### src/rtl/fetch_unit.sv
// Non-pipelined instruction fetch front end: one instruction in flight,
// req/gnt + rvalid memory handshake, next-PC selection from decode.
//
// Ports:
//   clk, rst            rising-edge clock, async active-high reset
//   imem_req/addr       fetch request and address (stable while req=1)
//   imem_gnt            memory accepted the request
//   imem_rvalid/rdata   instruction response
//   instr_valid/ready   handshake toward decode
//   instr, instr_pc     buffered instruction and its PC
//   op, funct3,funct7_5 decoded field slices of instr
//   pcsrc, imm_op       next-PC select and immediate, used on acceptance
//   fetch_misaligned    sticky flag: a non word-aligned target was chosen
module fetch_unit #(
    parameter int              XLEN     = 32,
    parameter logic [XLEN-1:0] RESET_PC = '0
) (
    input  logic            clk,
    input  logic            rst,
    output logic            imem_req,
    output logic [XLEN-1:0] imem_addr,
    input  logic            imem_gnt,
    input  logic            imem_rvalid,
    input  logic [XLEN-1:0] imem_rdata,
    output logic            instr_valid,
    input  logic            instr_ready,
    output logic [XLEN-1:0] instr,
    output logic [XLEN-1:0] instr_pc,
    output logic [6:0]      op,
    output logic [2:0]      funct3,
    output logic            funct7_5,
    input  logic [1:0]      pcsrc,
    input  logic [XLEN-1:0] imm_op,
    output logic            fetch_misaligned
);

    typedef enum logic [1:0] {
        S_REQ  = 2'd0,
        S_WAIT = 2'd1,
        S_HOLD = 2'd2,
        S_ERR  = 2'd3
    } state_t;

    state_t          state_q, state_d;
    logic [XLEN-1:0] pc_q, pc_d;
    logic [XLEN-1:0] instr_q, instr_d;
    logic [XLEN-1:0] ipc_q, ipc_d;
    logic            mis_q, mis_d;
    logic [XLEN-1:0] next_pc;

    always_ff @(posedge clk or posedge rst) begin
        if (rst) begin
            state_q <= S_REQ;
            pc_q    <= RESET_PC;
            instr_q <= '0;
            ipc_q   <= '0;
            mis_q   <= 1'b0;
        end else begin
            state_q <= state_d;
            pc_q    <= pc_d;
            instr_q <= instr_d;
            ipc_q   <= ipc_d;
            mis_q   <= mis_d;
        end
    end

    // Target selection; 2'b11 falls back to sequential.
    always_comb begin
        next_pc = ipc_q + XLEN'(4);
        unique case (pcsrc)
            2'b01:   next_pc = ipc_q + imm_op;
            2'b10:   next_pc = imm_op;
            default: next_pc = ipc_q + XLEN'(4);
        endcase
    end

    always_comb begin
        state_d = state_q;
        pc_d    = pc_q;
        instr_d = instr_q;
        ipc_d   = ipc_q;
        mis_d   = mis_q;
        unique case (state_q)
            // rvalid alongside gnt cannot belong to this request: ignored.
            S_REQ: begin
                if (imem_gnt) state_d = S_WAIT;
            end
            S_WAIT: begin
                if (imem_rvalid) begin
                    instr_d = imem_rdata;
                    ipc_d   = pc_q;
                    state_d = S_HOLD;
                end
            end
            S_HOLD: begin
                if (instr_ready) begin
                    if (next_pc[1:0] == 2'b00) begin
                        pc_d    = next_pc;
                        state_d = S_REQ;
                    end else begin
                        mis_d   = 1'b1;
                        state_d = S_ERR;
                    end
                end
            end
            S_ERR: begin
                state_d = S_ERR;
            end
        endcase
    end

    // Reset forces state to REQ, so mask the request while rst is high.
    assign imem_req         = (state_q == S_REQ) && !rst;
    assign imem_addr        = pc_q;
    assign instr_valid      = (state_q == S_HOLD);
    assign instr            = instr_q;
    assign instr_pc         = ipc_q;
    assign op               = instr_q[6:0];
    assign funct3           = instr_q[14:12];
    assign funct7_5         = instr_q[30];
    assign fetch_misaligned = mis_q;

endmodule

### config.mk
export PLATFORM = sky130hd
export DESIGN_NAME = fetch_unit
export DESIGN_NICKNAME = d
export VERILOG_FILES = /design/src/rtl/fetch_unit.sv
export SDC_FILE = /design/constraint.sdc
export NUM_CORES = 1
export LEC_CHECK = 0
export CAP_MARGIN = 10
export CORE_MARGIN = 5
export CORE_UTILIZATION = 53
export DETAILED_ROUTE_END_ITERATION = 10
export PLACE_DENSITY = 0.9
export SYNTH_ARGS = -nofsm -noshare
export SYNTH_HDL_FRONTEND = slang
export SYNTH_SLANG_ARGS = --single-unit
### constraint.sdc
create_clock -name clk -period 8.9 [get_ports clk]
set_input_delay 1.78 -clock clk [delete_from_list [all_inputs] [get_ports clk]]
set_output_delay 1.78 -clock clk [all_outputs]
set_load 0.01 [all_outputs]
==> flow_metrics.tcl, run 1 <==
set metrics [dict create \
    status "finished, final reports clean" \
    finalHoldWorstSlack_ns 0.491 \
    antenna_left 0 \
    power.total_mw 2.98 \
    cts_tree "built" \
    final_hold_viol_count 0 \
    async_reset_ff_frac 1.00 \
    switchingPower_mw 1.23 \
    rows 41 \
    die-area_um2 14900 \
    clkLatencyLatePin_ns 0.36 \
    nets 951 \
    htree_levels 3 \
    cts_sinks 99 \
    grt.total_usage 0.270 \
    syn_to_final_growth_pct 32.2 \
    slowest_delay_ns 0.78 \
    vias_per_cell 6.10 \
    grt_pass1_vias 6027 \
    setup_viol 0 \
    post-cts-setup-buffers 0 \
    critPathLaunchType "primary input" \
    coreArea_um2 12500 \
    numCtsBuffers 9 \
    netlist_area_um2 6650 \
    sequentialPowerShare 0.304 \
    use_met1 0.355 \
    cts_root_buf "clkbuf_16" \
    ctsResizeCount 0 \
    dp.cells 1006 \
    layout.cells.most_common_list "clkdlybuf4s50_1, dfrtp_1, mux2_2" \
    placed_area_um2 8490 \
    final_cells 1022 \
    drv_cap 0 \
    stdcell_area_um2 8780 \
    clk_pin_slew_ns 0.07 \
    synth-edff-count 0 \
    fmax_mhz 193 \
    skew_ns 0.0101 \
    worstPathRequired_ns 9.13 \
    slew_headroom 0.283 \
    tns_ns 0 \
    ff2ff_setup_slack_ns 5.66 \
    syn_nets 801 \
    drtIter0Drc 657 \
    combinationalPowerShare 0.565 \
    p_clk_frac 0.131 \
    synth_flop_cell "dfrtp_1" \
    final_common_cell "clkdlybuf4s50_1" \
    die_width_um 122 \
    grt_use_met2 0.449 \
    hold_depth 1 \
    r2r_cells 11 \
    grt_max_degree 63 \
    powerDensity_nw_per_um2 339 \
    end_kind "flop" \
    pin_count 181 \
    crit_type "in -> reg" \
    path_max_fanout 47 \
    timing.rr.end "imem_addr[28]" \
    ys_types 67 \
    seq_area_frac_synth 0.373 \
    finalCritPeriodShare 0.582 \
    clock_path_buffers 2 \
    switching_share 0.414 \
    groute.layer.met3.usage 0.0604 \
    period_minus_slack_ns 5.18 \
    grt_overflow_total 0 \
    drt-total-wl_um 20300 \
    start_util 0.533 \
    power.leakage_nw 3.69 \
    worstHoldPathType "reg -> reg" \
    syn_inst 695 \
    synth-warning-count 0 \
    drt_pre_antenna_iters 5 \
    tightest_slew_ns 1.07 \
    crit_start "pcsrc[0]" \
    grt_pass1_wl_um 31800 \
    path_cells "clkdlybuf4s50_1 > inv_1 > ha_1 > buf_4 > inv_2 > o32ai_1 > nand3_2 > and2_1 > o2111ai_1 > nand3_1" \
    rsz0062_at_grt "false" \
    ctsHoldBuffers 0 \
    syn_area_per_cell_um2 9.56 \
    busiest_layer "met2" \
    arrival_ns 5.42 \
    synth-seq-cells 99 \
    drc 0 \
    antenna_found_initial 0 \
    wire_per_inst_um 19.9 \
    port_buffers 180 \
    final_layout_size_suffix_gt1_frac 0.120 \
    cp_slowest_cell "nand3_2" \
    slew_viol_final 0 \
    dp_hpwl_um 15100 \
    p_int_mw 1.75 \
    vias 6232 \
    max-vdd-ir-drop_mv 0.165 \
    whs_endpoint "fetch_misaligned" \
    fp.dieH_um 122 \
    min_from "fetch_misaligned" \
    r2r-start "instr_pc[0]" \
    n_antenna_cell 0 \
    gp_congestion 0.981 \
]
==> routing by layer <==
| layer | share of wire | vias up |
|---|---|---|
| li1 | - | 2863 |
| met1 | 0.39 | 2989 |
| met2 | 0.49 | 332 |
| met3 | 0.094 | 48 |
| met4 | 0.026 | 0 |
| met5 | 0 | - |
==> how the worst max path moves through the flow <==
stage | endpoint | cells past startpoint
2_1_floorplan | fetch_misaligned | 1
3_3_place_gp | imem_addr[30] | 10
3_5_place_dp | imem_addr[30] | 10
4_1_cts | imem_addr[30] | 10
5_1_grt | imem_addr[30] | 10
6_report | imem_addr[30] | 10
==> logic make-up after synthesis <==
kind of cell             after synthesis  synth area share
AO/OA/AOI/OAI                        206             0.209
flip-flops                            99             0.373
buffers and inverters                 65            0.0441
multiplexers                          64             0.108
AND/OR/NAND/NOR                      173             0.128
adder cells (fa/ha/maj)               35            0.0670
XOR/XNOR                              53            0.0699
==> metrics by stage <==
step / utilization / setup WS [ns]
2_1_floorplan: - / 4.53
3_3_place_gp: 0.681 / 3.51
3_5_place_dp: 0.681 / 3.38
4_1_cts: 0.705 / 3.72
5_1_grt: 0.705 / 3.37
6_report: 0.705 / 3.72
==> power groups by stage <==
stage	logic [mW]	registers [mW]	clock network, mW
6_report	1.68	0.906	0.390
4_1_cts	1.68	0.899	0.394
3_3_place_gp	1.64	0.891	0
5_1_grt	1.82	0.935	0.407
2_1_floorplan	0.911	0.932	0
3_5_place_dp	1.67	0.905	0
==> flip-flops by register name (all words and copies together) (netlist names) <==
register,count
instr,32
fetch_misaligned,1
instr_pc,32
state_q,2
imem_addr,32
==> cell usage after synthesis, types with 11 or more instances <==
cell       n  area [µm²]
nor2_1    38         143
inv_1     17        63.8
a221oi_1  14         123
o21ai_0   27         135
nand4_1   12        75.1
buf_4     11        82.6
ha_1      34         425
nand3_1   19        95.1
mux2_2    64         721
xor2_1    26         228
xnor2_1   27         236
a211oi_1  13        97.6
dfrtp_1   99        2480
a21o_1    20         150
clkbuf_1  29         109
a21oi_1   61         305
nand2_1   55         206
==> worst max-delay path: cells and delay by family <==
family	cells	cell delay (ns)
adders and majority gates	1	0.28
and+or+nand+nor	3	1.37
buffers and inverters	4	1.21
AOI/OAI and AO/OA	2	0.76
==> layout make-up <==
cell class | count | area, µm²
Clock buffer | 9 | 225
Inverter | 18 | 70.1
Tap cell | 172 | 215
Clock inverter | 7 | 70.1
Multi-Input combinational cell | 531 | 3880
Sequential cell | 99 | 2480
Fill cell | 971 | 3680
Timing Repair Buffer | 186 | 1850
Power figures use the tool's default switching activity.
==> run 2, diff against run 1 <==
CORE_UTILIZATION = 49   (was 53)
PLACE_DENSITY = 0.84   (was 0.9)
clock period = 5 ns   (was 8.9 ns; I/O delays follow)
==> flow_metrics.tcl, run 2 (synthesis results as in run 1) <==
set metrics [dict create \
    ctsHoldBuffers 0 \
    worstHoldPathType "reg -> reg" \
    rows 42 \
    grt_pass1_wl_um 31800 \
    pin_count 181 \
    clk_pin_slew_ns 0.07 \
    worstPathRequired_ns 5.24 \
    stdcell_area_um2 8810 \
    power.leakage_nw 3.71 \
    post-cts-setup-buffers 0 \
    multi_input_area_um2 3880 \
    hold_depth 1 \
    vias_per_cell 6.01 \
    critPathLaunchType "primary input" \
    ctsResizeCount 0 \
    arrival_ns 3.88 \
    r2r_cells 11 \
    placed_area_um2 8510 \
    clkLatencyLatePin_ns 0.35 \
    layout.cells.most_common_list "clkdlybuf4s50_1, dfrtp_1, mux2_2" \
    grt.total_usage 0.246 \
    rsz0062_at_grt "false" \
    dp_hpwl_um 15200 \
    start_util 0.500 \
    cts_root_buf "clkbuf_16" \
    drt_pre_antenna_iters 6 \
    final_hold_viol_count 0 \
    tns_ns 0 \
    coreArea_um2 13300 \
    tightest_slew_ns 1.05 \
    setup_viol 0 \
    fp.dieH_um 126 \
    fillCellCount 1075 \
    path_max_fanout 4 \
    powerDensity_nw_per_um2 600 \
    register_area_um2 2480 \
    grt_pass1_vias 5999 \
    htree_levels 3 \
    max-vdd-ir-drop_mv 0.243 \
    syn_to_final_growth_pct 32.6 \
    die-area_um2 16000 \
    port_buffers 180 \
    n_antenna_cell 0 \
    die_width_um 126 \
    nets 952 \
    slew_viol_final 0 \
    final_layout_size_suffix_gt1_frac 0.121 \
    period_minus_slack_ns 3.64 \
    drtIter0Drc 658 \
    final_common_cell "clkdlybuf4s50_1" \
    fmax_mhz 275 \
    end_kind "flop" \
    cts_sinks 99 \
    grt_max_degree 83 \
    finalCritPeriodShare 0.728 \
    antenna_found_initial 0 \
    slew_headroom 0.299 \
    clock_path_buffers 2 \
    drc 0 \
    gp_congestion 0.932 \
    grt_overflow_total 0 \
    vias 6175 \
    numCtsBuffers 9 \
    crit_type "in -> reg" \
    drt-total-wl_um 20200 \
    drv_cap 0 \
    wire_per_inst_um 19.6 \
    antenna_left 0 \
    status "finished, final reports clean" \
    skew_ns 0.00671 \
    cts_tree "built" \
]
[run 2: changes by cell type in the layout (fill, tap and decap cells not counted)]
cell / previous run / this run
clkinvlp_4: 1 / 0
clkbuf_8: 0 / 1
clkinv_4: 2 / 1
clkinv_2: 0 / 1
inv_6: 2 / 3
buf_12: 0 / 1
inv_8: 1 / 0
[run 2: final cells by class]
cell class | instances | area share
clock buffer | 10 | 0.0271
clock inverter | 6 | 0.00639
inverter | 18 | 0.00795
multi-input combinational | 531 | 0.440
sequential | 99 | 0.281
tap | 176 | 0.0250
timing repair buffer | 187 | 0.212
[run 2: metrics by stage]
step | hold slack, ns | utilization | total power [mW] | setup WS [ns] | cells
after detailed placement | 0.471 | 0.640 | 4.57 | 1.04 | 1011
after floorplan | 0.513 | - | 3.28 | 1.41 | 695
after CTS | 0.492 | 0.663 | 5.29 | 1.40 | 1027
final | 0.493 | 0.663 | 5.28 | 1.36 | 1027
after global routing | 0.502 | 0.663 | 5.62 | 1.21 | 1027
after global placement | 0.469 | 0.640 | 4.51 | 1.10 | 1011
[run 2: layer usage]
layer	GRT usage	up-vias	share of wire
li1	-	2876	-
met3	0.0425	45	0.074
met2	0.396	285	0.47
met5	0	-	0
met4	0.0927	0	0.027
met1	0.331	2969	0.43
[run 2: power breakdown]
part / total (mW) / switching (mW) / internal, mW / leakage (nW)
combinational: 3.00 / 1.41 / 1.59 / 2.35
sequential: 1.59 / 0.417 / 1.17 / 1.22
clock: 0.698 / 0.337 / 0.361 / 0.147
total: 5.28 / 2.16 / 3.12 / 3.71
[run 2: path summary, 6_finish.rpt]
check,start,slack (ns),endpoint
max in group asynchronous,rst,2.85,instr[5]
hold / removal,fetch_misaligned,0.49,fetch_misaligned
setup / recovery,imm_op[0],1.36,imem_addr[22]
setup reg to reg,instr_pc[0],2.03,imem_addr[22]
hold reg to reg,fetch_misaligned,0.49,fetch_misaligned
min in group asynchronous,rst,1.30,instr[8]
[run 2: worst max-delay path, cell delays in order]
cell,delay (ns)
clkdlybuf4s50_1,0.48
ha_1,0.16
inv_1,0.05
fa_1,0.40
nand2b_1,0.18
a21o_1,0.18
a211oi_2,0.30
o2111ai_1,0.27
a32oi_2,0.39
xor2_1,0.12
a221oi_1,0.25
nor2_1,0.07
